==> src/rtl/pipe_ctrl_unit.sv <==
// Pipeline control: decode, ID_EX/EX_MEM/MEM_WB control registers, load-use hazard.
// Optional perf counters under `PIPE_CTRL_PERF_EN.
module pipe_ctrl_unit #(
  parameter int RD_W      = 5,
  parameter int ALUSRCB_W = 3,
  parameter int PERF_W    = 32
) (
  input  logic                 CLK,
  input  logic                 RSTn,
  input  logic [6:0]           opcode,
  input  logic [RD_W-1:0]      rs1,
  input  logic [RD_W-1:0]      rs2,
  input  logic [RD_W-1:0]      rd,
  input  logic                 in_valid,
  input  logic                 flush,
  input  logic                 ext_stall,
  output logic                 hazard_stall,
  output logic                 illegal,
  output logic                 RegWrite_ID_EX,
  output logic                 PCWriteCond_ID_EX,
  output logic                 ALUSrcA_ID_EX,
  output logic                 MemRead_ID_EX,
  output logic                 MemWrite_ID_EX,
  output logic                 MemtoReg_ID_EX,
  output logic                 Jump_ID_EX,
  output logic [ALUSRCB_W-1:0] ALUSrcB_ID_EX,
  output logic                 Valid_ID_EX,
  output logic [RD_W-1:0]      Rd_ID_EX,
  output logic                 RegWrite_EX_MEM,
  output logic                 PCWriteCond_EX_MEM,
  output logic                 MemRead_EX_MEM,
  output logic                 MemWrite_EX_MEM,
  output logic                 MemtoReg_EX_MEM,
  output logic                 Valid_EX_MEM,
  output logic [RD_W-1:0]      Rd_EX_MEM,
`ifdef PIPE_CTRL_PERF_EN
  output logic [PERF_W-1:0]    bubble_cnt,
  output logic [PERF_W-1:0]    flush_cnt,
  output logic [PERF_W-1:0]    retire_cnt,
`endif
  output logic                 RegWrite_MEM_WB,
  output logic                 MemtoReg_MEM_WB,
  output logic                 Valid_MEM_WB,
  output logic [RD_W-1:0]      Rd_MEM_WB
);

  typedef struct packed {
    logic                 rw;
    logic                 pwc;
    logic                 asa;
    logic                 mr;
    logic                 mw;
    logic                 m2r;
    logic                 jmp;
    logic [ALUSRCB_W-1:0] asb;
    logic                 vld;
    logic [RD_W-1:0]      rd;
  } id_ex_t;

  typedef struct packed {
    logic            rw;
    logic            pwc;
    logic            mr;
    logic            mw;
    logic            m2r;
    logic            vld;
    logic [RD_W-1:0] rd;
  } ex_mem_t;

  typedef struct packed {
    logic            rw;
    logic            m2r;
    logic            vld;
    logic [RD_W-1:0] rd;
  } mem_wb_t;

  localparam logic [6:0] OP_R    = 7'b0110011;
  localparam logic [6:0] OP_I    = 7'b0010011;
  localparam logic [6:0] OP_LD   = 7'b0000011;
  localparam logic [6:0] OP_ST   = 7'b0100011;
  localparam logic [6:0] OP_JAL  = 7'b1101111;
  localparam logic [6:0] OP_JALR = 7'b1100111;
  localparam logic [6:0] OP_BR   = 7'b1100011;
  localparam logic [6:0] OP_LUI  = 7'b0110111;
  localparam logic [6:0] OP_AUI  = 7'b0010111;

  id_ex_t  r_idex;
  ex_mem_t r_exmem;
  mem_wb_t r_memwb;

  id_ex_t  w_dec;
  logic    w_known;
  logic    w_rs2_use;
  logic    w_rs1_hit;
  logic    w_rs2_hit;

  always_comb begin
    w_dec   = '0;
    w_known = 1'b1;
    unique case (1'b1)
      (opcode == OP_R): begin
        w_dec.rw  = 1'b1;
        w_dec.asb = ALUSRCB_W'(0);
      end
      (opcode == OP_I): begin
        w_dec.rw  = 1'b1;
        w_dec.asb = ALUSRCB_W'(2);
      end
      (opcode == OP_LD): begin
        w_dec.rw  = 1'b1;
        w_dec.mr  = 1'b1;
        w_dec.m2r = 1'b1;
        w_dec.asb = ALUSRCB_W'(2);
      end
      (opcode == OP_ST): begin
        w_dec.mw  = 1'b1;
        w_dec.asb = ALUSRCB_W'(3);
      end
      (opcode == OP_JAL),
      (opcode == OP_JALR): begin
        w_dec.rw  = 1'b1;
        w_dec.jmp = 1'b1;
        w_dec.asa = 1'b1;
        w_dec.asb = ALUSRCB_W'(1);
      end
      (opcode == OP_BR): begin
        w_dec.pwc = 1'b1;
        w_dec.asb = ALUSRCB_W'(0);
      end
      (opcode == OP_LUI): begin
        w_dec.rw  = 1'b1;
        w_dec.asb = ALUSRCB_W'(4);
      end
      (opcode == OP_AUI): begin
        w_dec.rw  = 1'b1;
        w_dec.asa = 1'b1;
        w_dec.asb = ALUSRCB_W'(4);
      end
      default: w_known = 1'b0;
    endcase
    // Idle slots and undecoded opcodes collapse to a bubble
    if (!(in_valid && w_known)) begin
      w_dec = '0;
    end else begin
      w_dec.vld = 1'b1;
      w_dec.rd  = rd;
      if (rd == '0) w_dec.rw = 1'b0;
    end
  end

  assign illegal   = in_valid & ~w_known;
  assign w_rs2_use = (opcode == OP_R) | (opcode == OP_ST) |
                     (opcode == OP_BR);
  assign w_rs1_hit = (r_idex.rd == rs1);
  assign w_rs2_hit = (r_idex.rd == rs2) & w_rs2_use;

  assign hazard_stall = r_idex.vld & r_idex.mr &
                        (r_idex.rd != '0) & in_valid &
                        (w_rs1_hit | w_rs2_hit);

  always_ff @(posedge CLK or negedge RSTn) begin
    if (!RSTn) begin
      r_idex  <= '0;
      r_exmem <= '0;
      r_memwb <= '0;
    end else if (!ext_stall) begin
      if (flush) begin
        r_idex  <= '0;
        r_exmem <= '0;
      end else begin
        r_idex        <= hazard_stall ? '0 : w_dec;
        r_exmem.rw    <= r_idex.rw;
        r_exmem.pwc   <= r_idex.pwc;
        r_exmem.mr    <= r_idex.mr;
        r_exmem.mw    <= r_idex.mw;
        r_exmem.m2r   <= r_idex.m2r;
        r_exmem.vld   <= r_idex.vld;
        r_exmem.rd    <= r_idex.rd;
      end
      r_memwb.rw  <= r_exmem.rw;
      r_memwb.m2r <= r_exmem.m2r;
      r_memwb.vld <= r_exmem.vld;
      r_memwb.rd  <= r_exmem.rd;
    end
  end

`ifdef PIPE_CTRL_PERF_EN
  logic [PERF_W-1:0] r_bubble_cnt;
  logic [PERF_W-1:0] r_flush_cnt;
  logic [PERF_W-1:0] r_retire_cnt;

  // A bubble is only charged to the hazard when flush is not the cause
  always_ff @(posedge CLK or negedge RSTn) begin
    if (!RSTn) begin
      r_bubble_cnt <= '0;
      r_flush_cnt  <= '0;
      r_retire_cnt <= '0;
    end else if (!ext_stall) begin
      if (hazard_stall && !flush) r_bubble_cnt <= r_bubble_cnt + 1'b1;
      if (flush)                  r_flush_cnt  <= r_flush_cnt + 1'b1;
      if (r_memwb.vld)            r_retire_cnt <= r_retire_cnt + 1'b1;
    end
  end

  assign bubble_cnt = r_bubble_cnt;
  assign flush_cnt  = r_flush_cnt;
  assign retire_cnt = r_retire_cnt;
`else
  logic w_unused_perf;
  assign w_unused_perf = (PERF_W > 0);
`endif

  assign RegWrite_ID_EX     = r_idex.rw;
  assign PCWriteCond_ID_EX  = r_idex.pwc;
  assign ALUSrcA_ID_EX      = r_idex.asa;
  assign MemRead_ID_EX      = r_idex.mr;
  assign MemWrite_ID_EX     = r_idex.mw;
  assign MemtoReg_ID_EX     = r_idex.m2r;
  assign Jump_ID_EX         = r_idex.jmp;
  assign ALUSrcB_ID_EX      = r_idex.asb;
  assign Valid_ID_EX        = r_idex.vld;
  assign Rd_ID_EX           = r_idex.rd;

  assign RegWrite_EX_MEM    = r_exmem.rw;
  assign PCWriteCond_EX_MEM = r_exmem.pwc;
  assign MemRead_EX_MEM     = r_exmem.mr;
  assign MemWrite_EX_MEM    = r_exmem.mw;
  assign MemtoReg_EX_MEM    = r_exmem.m2r;
  assign Valid_EX_MEM       = r_exmem.vld;
  assign Rd_EX_MEM          = r_exmem.rd;

  assign RegWrite_MEM_WB    = r_memwb.rw;
  assign MemtoReg_MEM_WB    = r_memwb.m2r;
  assign Valid_MEM_WB       = r_memwb.vld;
  assign Rd_MEM_WB          = r_memwb.rd;

endmodule

==> config.mk <==
export PLATFORM = sky130hd
export DESIGN_NAME = pipe_ctrl_unit
export DESIGN_NICKNAME = d
export VERILOG_FILES = /design/src/rtl/pipe_ctrl_unit.sv
export SDC_FILE = /design/constraint.sdc
export NUM_CORES = 1
export LEC_CHECK = 0
export ABC_AREA = 1
export CORE_MARGIN = 5
export CORE_UTILIZATION = 44
export DETAILED_ROUTE_END_ITERATION = 12
export GPL_ROUTABILITY_DRIVEN = 0
export PLACE_DENSITY = 0.84
export SLEW_MARGIN = 30
export SYNTH_ARGS = -nofsm -noshare
export SYNTH_HDL_FRONTEND = slang
export SYNTH_SLANG_ARGS = --single-unit
==> constraint.sdc <==
create_clock -name CLK -period 2.22 [get_ports CLK]
set_clock_uncertainty 0.1 [all_clocks]
set_input_delay 0.666 -clock CLK [delete_from_list [all_inputs] [get_ports CLK]]
set_output_delay 0.666 -clock CLK [all_outputs]
set_load 0.05 [all_outputs]
==> results.sh <==
export IMPL_outcome="finished, violations left"
export IMPL_violations="setup timing"
export IMPL_syn_area_mm2=0.00168
export IMPL_drc=0
export IMPL_synthToLayoutAreaGrowth_pct=54.4
export IMPL_overflow=0
export IMPL_p_clk_frac=0.354
export IMPL_dp_cells=324
export IMPL_tightest_slew_ps=419
export IMPL_ys_seq_area_frac=0.491
export IMPL_cts_buffers=5
export IMPL_ys_warn_count=0
export IMPL_post_drt_wl_per_cell_um=13.8
export IMPL_critPathKind="input pin to primary output"
export IMPL_synth_seq_cells=33
export IMPL_drv_slew=0
export IMPL_fmax_mhz=423
export IMPL_top_level_ports=64
export IMPL_seqPwrFrac=0.496
export IMPL_clk_latency_ps=290
export IMPL_clockBufferDepth=2
export IMPL_rsz0062_at_grt="true"
export IMPL_grt_pass1_wl_mm=7.75
export IMPL_grt_pass1_vias=1648
export IMPL_vias=1654
export IMPL_register_area_um2=832
export IMPL_fin_cells=339
export IMPL_die_area_mm2=0.00516
export IMPL_rows=22
export IMPL_antenna_found_initial=0
export IMPL_p_total_mw=1.22
export IMPL_max_slew_margin=0.721
export IMPL_tritoncts="built"
export IMPL_port_buffers=63
export IMPL_arrival_ps=1600
export IMPL_p_sw_frac=0.262
export IMPL_power_switching_uw=320
export IMPL_crit_chain="buf_8, inv_16, nand2_4, nor2_4, nand2_2, nor2_2, nand2_1, nand2_2, nand2_2, clkinvlp_4, buf_12"
export IMPL_final_nets=317
export IMPL_final_common_cell="nand2_1"
export IMPL_drv_cap=0
export IMPL_drtAntennaViolNets=0
export IMPL_cp_end_kind="primary output"
export IMPL_startpoint_type="input pin"
export IMPL_firstDrtPassIters=4
export IMPL_postCtsHoldBufs=0
export IMPL_crit_path_frequent_cell="nand2_2"
export IMPL_multiInputGateArea_um2=772
export IMPL_path_delay_family="simple AND/OR/NAND/NOR gates"
export IMPL_die_w_um=71.8
export IMPL_min_period_ps=2360
export IMPL_syn_instance_count=207
export IMPL_grt_max_degree=34
export IMPL_root_buffer="clkbuf_8"
export IMPL_setup_violations=2
export IMPL_post_route_period_util=1.06
export IMPL_coreArea_mm2=0.00369
export IMPL_leakagePower_nw=1.40
export IMPL_mostFrequentLayoutCells="55 x nand2_1, 54 x buf_4, 28 x dfrtp_1"
export IMPL_setup_slack_ps=-142
export IMPL_final_hold_viol_count=0
export IMPL_power_share_combinational=0.150
export IMPL_layout_drive_gt1_share=0.405
export IMPL_insertedDiodeCount=0
export IMPL_initial_core_util=0.456
export IMPL_synth_cell_types=24
export IMPL_cts_clk_slew_worst_paths_ps=60
export IMPL_syn_area_per_cell_um2=8.12
export IMPL_cp_slowest_cell="buf_12"
export IMPL_hold_slack_ps=387
export IMPL_clock_sinks=33
export IMPL_die_h_um=71.8
export IMPL_p_per_area_mw_per_mm2=472
export IMPL_cp_max_fo=3
export IMPL_path_buf_inv=4
export IMPL_ctsHtreeMaxLevel=2
export IMPL_viasPerCell=4.88
export IMPL_hold_class="register to register"
export IMPL_worstPathRequired_ps=1450
export IMPL_p_int_uw=903
export IMPL_ir_drop_mv=0.337
export IMPL_cp_slowest_stage_delay_ps=130
export IMPL_syn_nets=234
export IMPL_hpwl_mm=3.32
export IMPL_first_iter_violations=127
export IMPL_nFillCells=285
export IMPL_fin_area_mm2=0.00259
export IMPL_wl_mm=4.67
export IMPL_place_area_mm2=0.00241
export IMPL_preCtsSetupSlack_ps=-573
export IMPL_track_usage=0.192
logic make-up (layout without fill, tap and decap cells):
kind of cell / after synthesis / in the layout / synth area share
AOI/OAI and AO/OA: 20 / 20 / 0.0678
xor gates and xnor gates: 7 / 7 / 0.0365
buffers and inverters: 38 / 122 / 0.105
DFF: 33 / 33 / 0.491
and+or+nand+nor: 109 / 109 / 0.299
cell usage after synthesis:
cell | instances | area share
a22o_1 | 2 | 0.010
buf_4 | 2 | 0.0089
buf_6 | 2 | 0.013
buf_8 | 1 | 0.0089
clkbuf_1 | 3 | 0.0067
dfrtp_1 | 33 | 0.49
inv_1 | 28 | 0.063
inv_2 | 2 | 0.0045
nand2_1 | 62 | 0.14
nand2_2 | 3 | 0.011
nand3_1 | 16 | 0.048
nand3_2 | 2 | 0.012
nand4_1 | 3 | 0.011
nor2_1 | 14 | 0.031
nor2_2 | 1 | 0.0037
nor2_4 | 2 | 0.013
nor2_8 | 1 | 0.012
nor3_1 | 2 | 0.0060
nor3b_1 | 2 | 0.0089
nor4_1 | 1 | 0.0037
o21ai_0 | 13 | 0.039
o22ai_1 | 5 | 0.019
xnor2_1 | 4 | 0.021
xor2_1 | 3 | 0.016
sequential cells by signal (all words and copies together), names as in the netlist, 3 cells and up:
signal         flops
ALUSrcB_ID_EX      3
Rd_EX_MEM          5
Rd_ID_EX           5
Rd_MEM_WB          5
layout make-up:
class	count	area share
sequential	33	0.321
multi-input combinational	136	0.298
timing repair buffer	84	0.268
inverter	30	0.0589
clock buffer	6	0.0280
tap	48	0.0232
clock inverter	2	0.00386
repair_timing:
action | 4_1_cts | 5_1_grt
pin swaps | 18 | 25
hold endpoints to repair | 0 | 0
setup buffers | 4 | 5
setup endpoints to repair | 2 | 2
resized for setup | 52 | 43
stage by stage:
stage	setup TNS [ps]	util
CTS	-328	0.688
floorplan	-115	-
finish	-211	0.703
global placement	-3250	0.655
detailed placement	-3960	0.655
global route	-305	0.703
power by group through the flow:
| stage | Combinational (mW) | Sequential, mW | Clock [mW] |
|---|---|---|---|
| 3_3_place_gp | 0.169 | 0.618 | 0 |
| 2_1_floorplan | 0.0621 | 0.629 | 0 |
| 4_1_cts | 0.172 | 0.607 | 0.442 |
| 6_report | 0.183 | 0.607 | 0.433 |
| 3_5_place_dp | 0.172 | 0.619 | 0 |
| 5_1_grt | 0.198 | 0.607 | 0.471 |
worst min-delay path, cell delays in order (launching register included):
cell	delay [ps]
dfrtp_1	340
nand2_1	50
o21ai_0	60
path summary, 6_finish.rpt:
path | from | end | slack, ps | depth (start not counted)
worst max-delay path | opcode[2] | hazard_stall | -140 | 11
worst min-delay path | RegWrite_MEM_WB | RegWrite_MEM_WB | 390 | 2
worst max register to register | Rd_ID_EX[1] | RegWrite_ID_EX | 460 | 10
worst min register to register | RegWrite_MEM_WB | RegWrite_MEM_WB | 390 | 2
max in group asynchronous | RSTn | Rd_ID_EX[1] | 1010 | 2
min in group asynchronous | RSTn | MemWrite_ID_EX | 690 | 2
per-layer routing:
layer / global-route usage / vias up / part of all wire
li1: - / 816 / -
met2: 0.306 / 61 / 0.50
met1: 0.248 / 770 / 0.42
met4: 0.0710 / 0 / 0.0086
met3: 0.0533 / 7 / 0.074
met5: 0 / - / 0
Note: power is estimated with default switching activity, not from simulation.
